[src/rtl/dsp_pkg.sv]
// dsp_pkg: shared widths and auto-reset mode constants for the DSP slice datapath
package dsp_pkg;
    localparam int P_W = 48;
    localparam int A_W = 30;
    localparam int B_W = 18;
    localparam int AR_OFF      = 0;
    localparam int AR_MATCH    = 1;
    localparam int AR_NOTMATCH = 2;
endpackage

[src/rtl/p_out_stage_pattern_detect.sv]
// pattern_detect: masked compare of a P value against a pattern and its complement
module pattern_detect
    import dsp_pkg::*;
(
    input  logic [P_W-1:0] value,
    input  logic [P_W-1:0] pattern,
    input  logic [P_W-1:0] mask,
    output logic           pd,
    output logic           pbd
);
    assign pd  = &(~(value ^ pattern) | mask);
    assign pbd = &(~(value ^ ~pattern) | mask);
endmodule

[src/rtl/p_out_stage.sv]
// p_out_stage: registered P output with A/B split, pattern detect, overflow/underflow and auto-reset
module p_out_stage
    import dsp_pkg::*;
#(
    parameter int             PREG             = 1,
    parameter logic [P_W-1:0] PATTERN          = 48'h0000_0000_0000,
    parameter logic [P_W-1:0] MASK             = 48'h3FFF_FFFF_FFFF,
    parameter int             AUTORESET_PATDET = AR_OFF
)(
    input  logic           CLK,
    input  logic           RST_N,
    input  logic           CEP,
    input  logic           RSTP,
    input  logic [P_W-1:0] ALU_OUT,
    output logic [P_W-1:0] P,
    output logic [A_W-1:0] P_A,
    output logic [B_W-1:0] P_B,
    output logic           PATTERN_DETECT,
    output logic           PATTERN_B_DETECT,
    output logic           PATTERN_DETECT_PAST,
    output logic           PATTERN_B_DETECT_PAST,
    output logic           OVERFLOW,
    output logic           UNDERFLOW
);
    logic [P_W-1:0] p_q, p_next, det_in;
    logic           pd_q, pbd_q, pd_n, pbd_n, pdp_q, pbdp_q, ar, upd;

    // auto-reset looks only at registered state, so it never forms a loop through the compare
    always_comb begin
        ar     = (PREG == 1) && (AUTORESET_PATDET == AR_MATCH    ? pd_q :
                                 AUTORESET_PATDET == AR_NOTMATCH ? (pdp_q && !pd_q) : 1'b0);
        upd    = RSTP || ar || CEP;
        p_next = (RSTP || ar) ? '0 : CEP ? ALU_OUT : p_q;
        det_in = (PREG == 1) ? p_next : ALU_OUT;
    end

    pattern_detect u_det (
        .value   (det_in),
        .pattern (PATTERN),
        .mask    (MASK),
        .pd      (pd_n),
        .pbd     (pbd_n)
    );

    // P and its detect bits move together so registered detect always describes registered P
    always_ff @(posedge CLK or negedge RST_N) begin
        if (!RST_N) begin
            p_q   <= '0;
            pd_q  <= 1'b0;
            pbd_q <= 1'b0;
        end else if (upd) begin
            p_q   <= p_next;
            pd_q  <= pd_n;
            pbd_q <= pbd_n;
        end
    end

    // past-detect history advances on any enabled or cleared cycle
    always_ff @(posedge CLK or negedge RST_N) begin
        if (!RST_N) begin
            pdp_q  <= 1'b0;
            pbdp_q <= 1'b0;
        end else if (CEP || RSTP) begin
            pdp_q  <= !RSTP && PATTERN_DETECT;
            pbdp_q <= !RSTP && PATTERN_B_DETECT;
        end
    end

    assign P                     = (PREG == 1) ? p_q : ALU_OUT;
    assign P_A                   = P[P_W-1:B_W];
    assign P_B                   = P[B_W-1:0];
    assign PATTERN_DETECT        = (PREG == 1) ? pd_q : pd_n;
    assign PATTERN_B_DETECT      = (PREG == 1) ? pbd_q : pbd_n;
    assign PATTERN_DETECT_PAST   = pdp_q;
    assign PATTERN_B_DETECT_PAST = pbdp_q;
    assign OVERFLOW              = pdp_q && !PATTERN_DETECT && !PATTERN_B_DETECT;
    assign UNDERFLOW             = pbdp_q && !PATTERN_DETECT && !PATTERN_B_DETECT;
endmodule

[config.mk]
export PLATFORM = sky130hd
export DESIGN_NAME = p_out_stage
export DESIGN_NICKNAME = d
export VERILOG_FILES = /design/src/rtl/dsp_pkg.sv /design/src/rtl/p_out_stage_pattern_detect.sv /design/src/rtl/p_out_stage.sv
export SDC_FILE = /design/constraint.sdc
export NUM_CORES = 1
export LEC_CHECK = 0
export BUFFER_PORTS_ARGS = -buffer_cell sky130_fd_sc_hd__buf_4
export CORE_ASPECT_RATIO = 0.8
export CORE_MARGIN = 3
export CORE_UTILIZATION = 50
export CTS_BUF_LIST = sky130_fd_sc_hd__clkbuf_4
export DETAILED_ROUTE_END_ITERATION = 10
export GPL_TIMING_DRIVEN = 0
export PLACE_DENSITY_LB_ADDON = 0.08
export SETUP_SLACK_MARGIN = 0.15
export SYNTH_ARGS = -nofsm -noshare
export SYNTH_HDL_FRONTEND = slang
export SYNTH_HIERARCHICAL = 1
export SYNTH_SLANG_ARGS = --single-unit
[constraint.sdc]
create_clock -name CLK -period 2.2 [get_ports CLK]
set_clock_uncertainty 0.15 [all_clocks]
set_input_delay 0.33 -clock CLK [delete_from_list [all_inputs] [get_ports CLK]]
set_output_delay 0.33 -clock CLK [all_outputs]
set_load 0.01 [all_outputs]
==> summary.md, run 1 <==
| Metric | Value |
|---|---|
| Status | finished, final reports clean |
| Num rows | 27 |
| Setup_tns | 0 ns |
| Initial antenna violation count | 0 |
| Worst relative slew slack | 0.563 |
| DR iter-0 viols | 76 |
| Worst-path clk slew | 0.16 ns |
| CTS H-tree lvls | 2 |
| Fmax | 553 MHz |
| CP Launch Type | register |
| Critical path class | register to register |
| # diodes | 0 |
| First-pass GRT wire length | 16.4 mm |
| Avg WL per Cell | 12.4 um |
| Sw Share | 0.317 |
| CTS root buffer | clkbuf_4 |
| Final setup vio count | 0 |
| Post-CTS Setup Bufs | 0 |
| GR Overflow Total | 0 |
| Combinational fraction of design power | 0.357 |
| Pwr dens | 437 nW/um2 |
| DIE WIDTH | 103 um |
| Vias in the first global route | 3518 |
| P_sw | 782 uW |
| Cell count after placement | 803 |
| Die area | 8650 um2 |
| Final hold vios | 0 |
| Via count | 3557 |
| Crit path DAT | 2.00 ns |
| CORE AREA | 7090 um2 |
| Inserted Clock Buffers | 5 |
| Worst min path class | input pin to register |
| Worst-skew pair later-pin latency | 0.38 ns |
| Layout Nets | 776 |
| Post-route ant nets | 0 |
| Initial core utilization | 0.533 |
| # clock sinks | 52 |
| Synthesized area | 3780 um2 |
| Leakage | 0.00313 uW |
| Most numerous cell in the Yosys netlist | nor2_1 |
| Largest cells by area after synthesis | dfrtp_1, mux2i_1, xnor2_1, nor2_1, buf_4 |
| Max_cap viols | 0 |
| Area leader, netlist | dfrtp_1 |
| Post-DP HPWL | 8.44 mm |
| Layout area overhead | 49.2% |
| CP Max Fanout | 3 |
| Via/cell ratio | 4.38 |
| Pin count of the biggest net entering global routing | 53 |
| Clock network fraction of design power | 0.219 |
| Final period util | 0.822 |
| Fin cells | 812 |
| Post-synth EDFFs | 0 |
| Maximum VDD drop | 0.296 mV |
| Drt first pass iters | 4 |
| Max Transition Viols Final | 0 |
| Sequential power share | 0.424 |
| Fin crit period | 1.81 ns |
| PortBufs | 151 |
| Int Pwr | 1680 uW |
| RePlAce Congestion | 0.868 |
| Yosys warnings | 6 |
| I/O pin total | 154 |
| Top-area cell type share of the netlist area | 0.344 |
| Synth cell types | 21 |
| Syn Area/Cell | 8.94 um2 |
| Ys async rst share | 1.00 |
| DR DRC count | 0 |
| Layout cells sized above 1 | 0.309 |
| Post-Route WL | 10.0 mm |
| Seq cells post-synth | 52 |
| WP data required | 2.39 ns |
| Utilization after layout | 0.795 |
| Most common library cells after synthesis | nor2_1, dfrtp_1, mux2i_1 |
| CTS tree | done |
| Post-synth top flop | dfrtp_1 |
| Maximum buffer depth of the clock tree | 2 |
| Gr usage total | 0.240 |
| Post-synthesis sequential area ratio | 0.344 |
| Die Y | 83.8 um |
| Syn Inst Count | 423 |
| Worst-margin pin slew | 0.656 ns |
| Crit end category | register |
| Unrepaired setup endpoints after global routing | false |
-- layout make-up --
class,count,area (um2)
sequential,52,1300
buffer,65,508
fill,504,1450
timing repair buffer,152,1140
clock inverter,3,37.5
multi-input combinational,448,2500
clock buffer,5,37.5
tap,87,109
-- cell usage in the layout (no fill, tap or decap) --
cell type	netlist	final
clkinv_1	0	2
nor2_1	109	109
nor3b_1	2	2
nand3_1	1	1
and3_1	1	1
nand4_1	14	14
nor4_2	1	1
nor4_1	3	3
xnor2_1	48	48
buf_6	2	2
bufinv_16	0	1
nand2b_1	44	44
mux2_2	2	2
or2b_1	4	4
buf_2	7	7
buf_8	5	5
nor3_2	1	1
clkbuf_1	2	2
o22ai_1	24	24
buf_4	49	200
conb_1	2	144
dfrtp_1	52	52
clkbuf_4	0	5
dlygate4sd3_1	0	1
mux2i_1	50	50
-- cells by family after synthesis --
family	after synthesis	share of synthesized area
xor+xnor	48	0.111
buf+inv	65	0.134
other cells	2	0.00199
simple gates	180	0.230
flops	52	0.344
mux	52	0.138
compound gates	24	0.0397
-- flip-flops by register name, summed over array words and instances (netlist names) --
register and count:
PATTERN_B_DETECT 1, PATTERN_DETECT 1, PATTERN_DETECT_PAST 1, PATTERN_B_DETECT_PAST 1, P 48
-- critical path, cell delays in order (launching register included) --
cell and delay (ns):
dfrtp_1 0.43, mux2i_1 0.19, nor2_1 0.09, xnor2_1 0.21, o22ai_1 0.12, nor2_1 0.10
nand4_1 0.12, nor3_2 0.20, mux2_2 0.16
-- power by group through the flow --
| stage | logic [uW] | registers, uW | clock network (uW) |
|---|---|---|---|
| 2_1_floorplan | 511 | 1080 | 0 |
| 5_1_grt | 969 | 1050 | 589 |
| 4_1_cts | 864 | 1050 | 560 |
| 6_report | 881 | 1050 | 539 |
| 3_5_place_dp | 861 | 1060 | 0 |
| 3_3_place_gp | 843 | 1060 | 0 |
-- path summary, 6_finish.rpt --
path	from	endpoint	slack [ns]	cells past startpoint
worst max-delay path	P[47]	PATTERN_DETECT	0.39	8
worst min-delay path	ALU_OUT[43]	P[43]	0.05	3
worst max register to register	P[47]	PATTERN_DETECT	0.39	8
worst min register to register	PATTERN_B_DETECT_PAST	PATTERN_B_DETECT_PAST	0.42	2
max in group asynchronous	RST_N	P[8]	1.11	2
min in group asynchronous	RST_N	P[37]	0.35	2
-- metal layers --
metal | wire length [um] | part of all wire | GRT usage
met1 | 4450 | 0.44 | 0.318
met3 | 595 | 0.059 | 0.0368
met2 | 4880 | 0.49 | 0.415
met4 | 112 | 0.011 | 0.0459
met5 | 0 | 0 | 0
-- repair_timing --
| item | CTS | global route |
|---|---|---|
| hold endpoints to repair | 52 | 0 |
| gates resized for setup | 0 | 0 |
| hold buffers | 1 | 0 |
-- through the flow --
stage | total power, uW | instance area [um2] | worst slack, ns | hold slack [ns]
after floorplan | 1590 | 4310 | 0.331 | -0.116
final | 2470 | 5640 | 0.392 | 0.0525
after global placement | 1900 | 5560 | 0.0574 | 0.237
after detailed placement | 1920 | 5560 | 0.0549 | 0.255
after CTS | 2470 | 5640 | 0.370 | 0.0480
after global routing | 2610 | 5640 | 0.253 | 0.0525
(Power assumes the default switching activity.)
==> run 2: changes to the inputs <==
Clock period 2.2 ns to 1.9 ns, I/O delays scaled along.
==> run 2 against run 1 <==
Net effect:
- global-route usage shrank 0.46 points
- worst hold slack got worse by 0.029 ns
- non-clock buffer count rose by 3
- register-to-register slack got worse by 0.28 ns
- clock power is 3% lower
- die area did not move
- fmax is 0.91% higher
- total power up 12%
- final cell count rose by 0.37%
- critical path type unchanged
- largest power group unchanged
- highest routed layer unchanged
==> summary.md, run 2 (synthesis gave the netlist of run 1 again) <==
| Metric | Value |
|---|---|
| Post-Route WL | 9.95 mm (was 10.0 mm) |
| Initial core utilization | 0.533 (unchanged) |
| Vias in the first global route | 3535 (was 3518) |
| Largest register FFs | 48 (unchanged) |
| # clock sinks | 52 (unchanged) |
| Worst-margin pin slew | 0.667 ns (was 0.656 ns) |
| CORE AREA | 7090 um2 (unchanged) |
| Status | finished, final reports clean (unchanged) |
| Crit end category | register (unchanged) |
| Maximum buffer depth of the clock tree | 2 (unchanged) |
| First-pass GRT wire length | 16.3 mm (was 16.4 mm) |
| Pin count of the biggest net entering global routing | 53 (unchanged) |
| CP Max Fanout | 2 (was 3) |
| DR DRC count | 0 (unchanged) |
| CP Launch Type | register (unchanged) |
| Via count | 3559 (was 3557) |
| Flop2flop setup slack | 0.11 ns (was 0.39 ns) |
| Via/cell ratio | 4.37 (was 4.38) |
| Gr usage total | 0.236 (was 0.240) |
| Unrepaired setup endpoints after global routing | true (was false) |
| Final hold vios | 0 (unchanged) |
| CTS root buffer | clkbuf_4 (unchanged) |
| Fmax | 558 MHz (was 553 MHz) |
| Crit path DAT | 1.91 ns (was 2.00 ns) |
| Max Transition Viols Final | 0 (unchanged) |
| RePlAce Congestion | 0.867 (was 0.868) |
| Final Cell Area | 5650 um2 (was 5640 um2) |
| GR Overflow Total | 0 (unchanged) |
| Setup_tns | 0 ns (unchanged) |
| Die Y | 83.8 um (unchanged) |
| Fin crit period | 1.79 ns (was 1.81 ns) |
| Area after DPL | 5560 um2 (unchanged) |
| CTS H-tree lvls | 2 (unchanged) |
| Hold depth | 3 (unchanged) |
| Reg2Reg Depth | 8 (unchanged) |
| I/O pin total | 154 (unchanged) |
| Initial antenna violation count | 0 (unchanged) |
| CTS tree | done (unchanged) |
| Post-DP HPWL | 8.35 mm (was 8.44 mm) |
| Layout area overhead | 49.4% (was 49.2%) |
| PortBufs | 151 (unchanged) |
| Layout fillers | 524 (was 504) |
| Num rows | 27 (unchanged) |
| Leakage | 0.00314 uW (was 0.00313 uW) |
| Final setup vio count | 0 (unchanged) |
| Worst R2R End | PATTERN_B_DETECT (was PATTERN_DETECT) |
| Pwr dens | 488 nW/um2 (was 437 nW/um2) |
| Layout Nets | 779 (was 776) |
| DIE WIDTH | 103 um (unchanged) |
| DR iter-0 viols | 111 (was 76) |
| Final period util | 0.943 (was 0.822) |
| Drt first pass iters | 4 (unchanged) |
| Commonest non-fill, non-tap cell in the layout | buf_4 (unchanged) |
| Worst min path class | input pin to register (unchanged) |
| Maximum VDD drop | 0.346 mV (was 0.296 mV) |
| Hold path startpoint | ALU_OUT[37] (was ALU_OUT[43]) |
| Inserted Clock Buffers | 5 (unchanged) |
| Post-route ant nets | 0 (unchanged) |
| Critical path class | register to register (unchanged) |
| Die area | 8650 um2 (unchanged) |
| Hold EP | P[37] (was P[43]) |
| Worst relative slew slack | 0.555 (was 0.563) |
| Layout cells sized above 1 | 0.315 (was 0.309) |
| Worst-path clk slew | 0.15 ns (was 0.16 ns) |
| Avg WL per Cell | 12.2 um (was 12.4 um) |
| RR Startpoint | P[46] (was P[47]) |
| Worst-skew pair later-pin latency | 0.37 ns (was 0.38 ns) |
| Max_cap viols | 0 (unchanged) |
| WP data required | 2.02 ns (was 2.39 ns) |
| Most frequent cells in the layout | buf_4, conb_1, nor2_1, dfrtp_1, mux2i_1 (unchanged) |
| # diodes | 0 (unchanged) |
-- run 2: worst max-delay path by stage --
stage,depth (start not counted),slack (ns),to,start
after floorplan,1,0.69,OVERFLOW,PATTERN_DETECT
after global placement,10,-0.20,PATTERN_DETECT,CEP
after detailed placement,10,-0.19,PATTERN_DETECT,CEP
after CTS,8,0.14,PATTERN_B_DETECT,P[47]
after global routing,8,0.04,PATTERN_B_DETECT,P[47]
final,8,0.11,PATTERN_B_DETECT,P[46]
-- run 2: metal layers --
metal  up-vias  global-route usage  wire [um]
li1       1819                   -          -
met1      1626               0.322       4410
met2       106               0.399       4880
met3         8              0.0326        564
met4         0              0.0424         95
met5         -                   0          0
-- run 2: timing repair --
item | 4_1_cts | 5_1_grt
endpoints found under the hold margin | 52 | 0
setup buffers | 3 | 0
setup endpoints to repair | 2 | 2
resized for setup | 0 | 1
pin swaps | 7 | 0
hold buffers | 1 | 0
-- run 2: cell type report --
class	count	area, um2	area share
multi-input combinational	448	2510	0.444
clock inverter	1	3.75	0.000665
timing repair buffer	155	1170	0.206
sequential	52	1300	0.230
clock buffer	7	52.6	0.00930
buffer	65	508	0.0899
tap	87	109	0.0193
-- run 2: power by group --
group / total [uW] / internal (uW) / switching, uW
Sequential: 1210 / 1160 / 47.1
Clock: 522 / 172 / 350
Combinational: 1020 / 523 / 501
Total: 2760 / 1860 / 898
-- run 2: metrics by stage --
stage | util | worst slack (ns) | cells | hold WS [ns] | power [uW]
2_1_floorplan | - | 0.692 | 565 | -0.161 | 1840
3_3_place_gp | 0.783 | -0.199 | 803 | 0.191 | 2200
3_5_place_dp | 0.783 | -0.185 | 803 | 0.216 | 2220
4_1_cts | 0.796 | 0.141 | 815 | 0.0185 | 2760
5_1_grt | 0.796 | 0.0368 | 815 | 0.0183 | 2930
6_report | 0.796 | 0.109 | 815 | 0.0240 | 2760
-- run 2: critical path: stages, from the launching register on --
cell      delay, ns
dfrtp_1        0.42
mux2i_2        0.18
nor2_1         0.08
xnor2_1        0.20
nand2b_1       0.10
nand4_1        0.12
nor4_1         0.06
and3_1         0.14
mux2_2         0.25
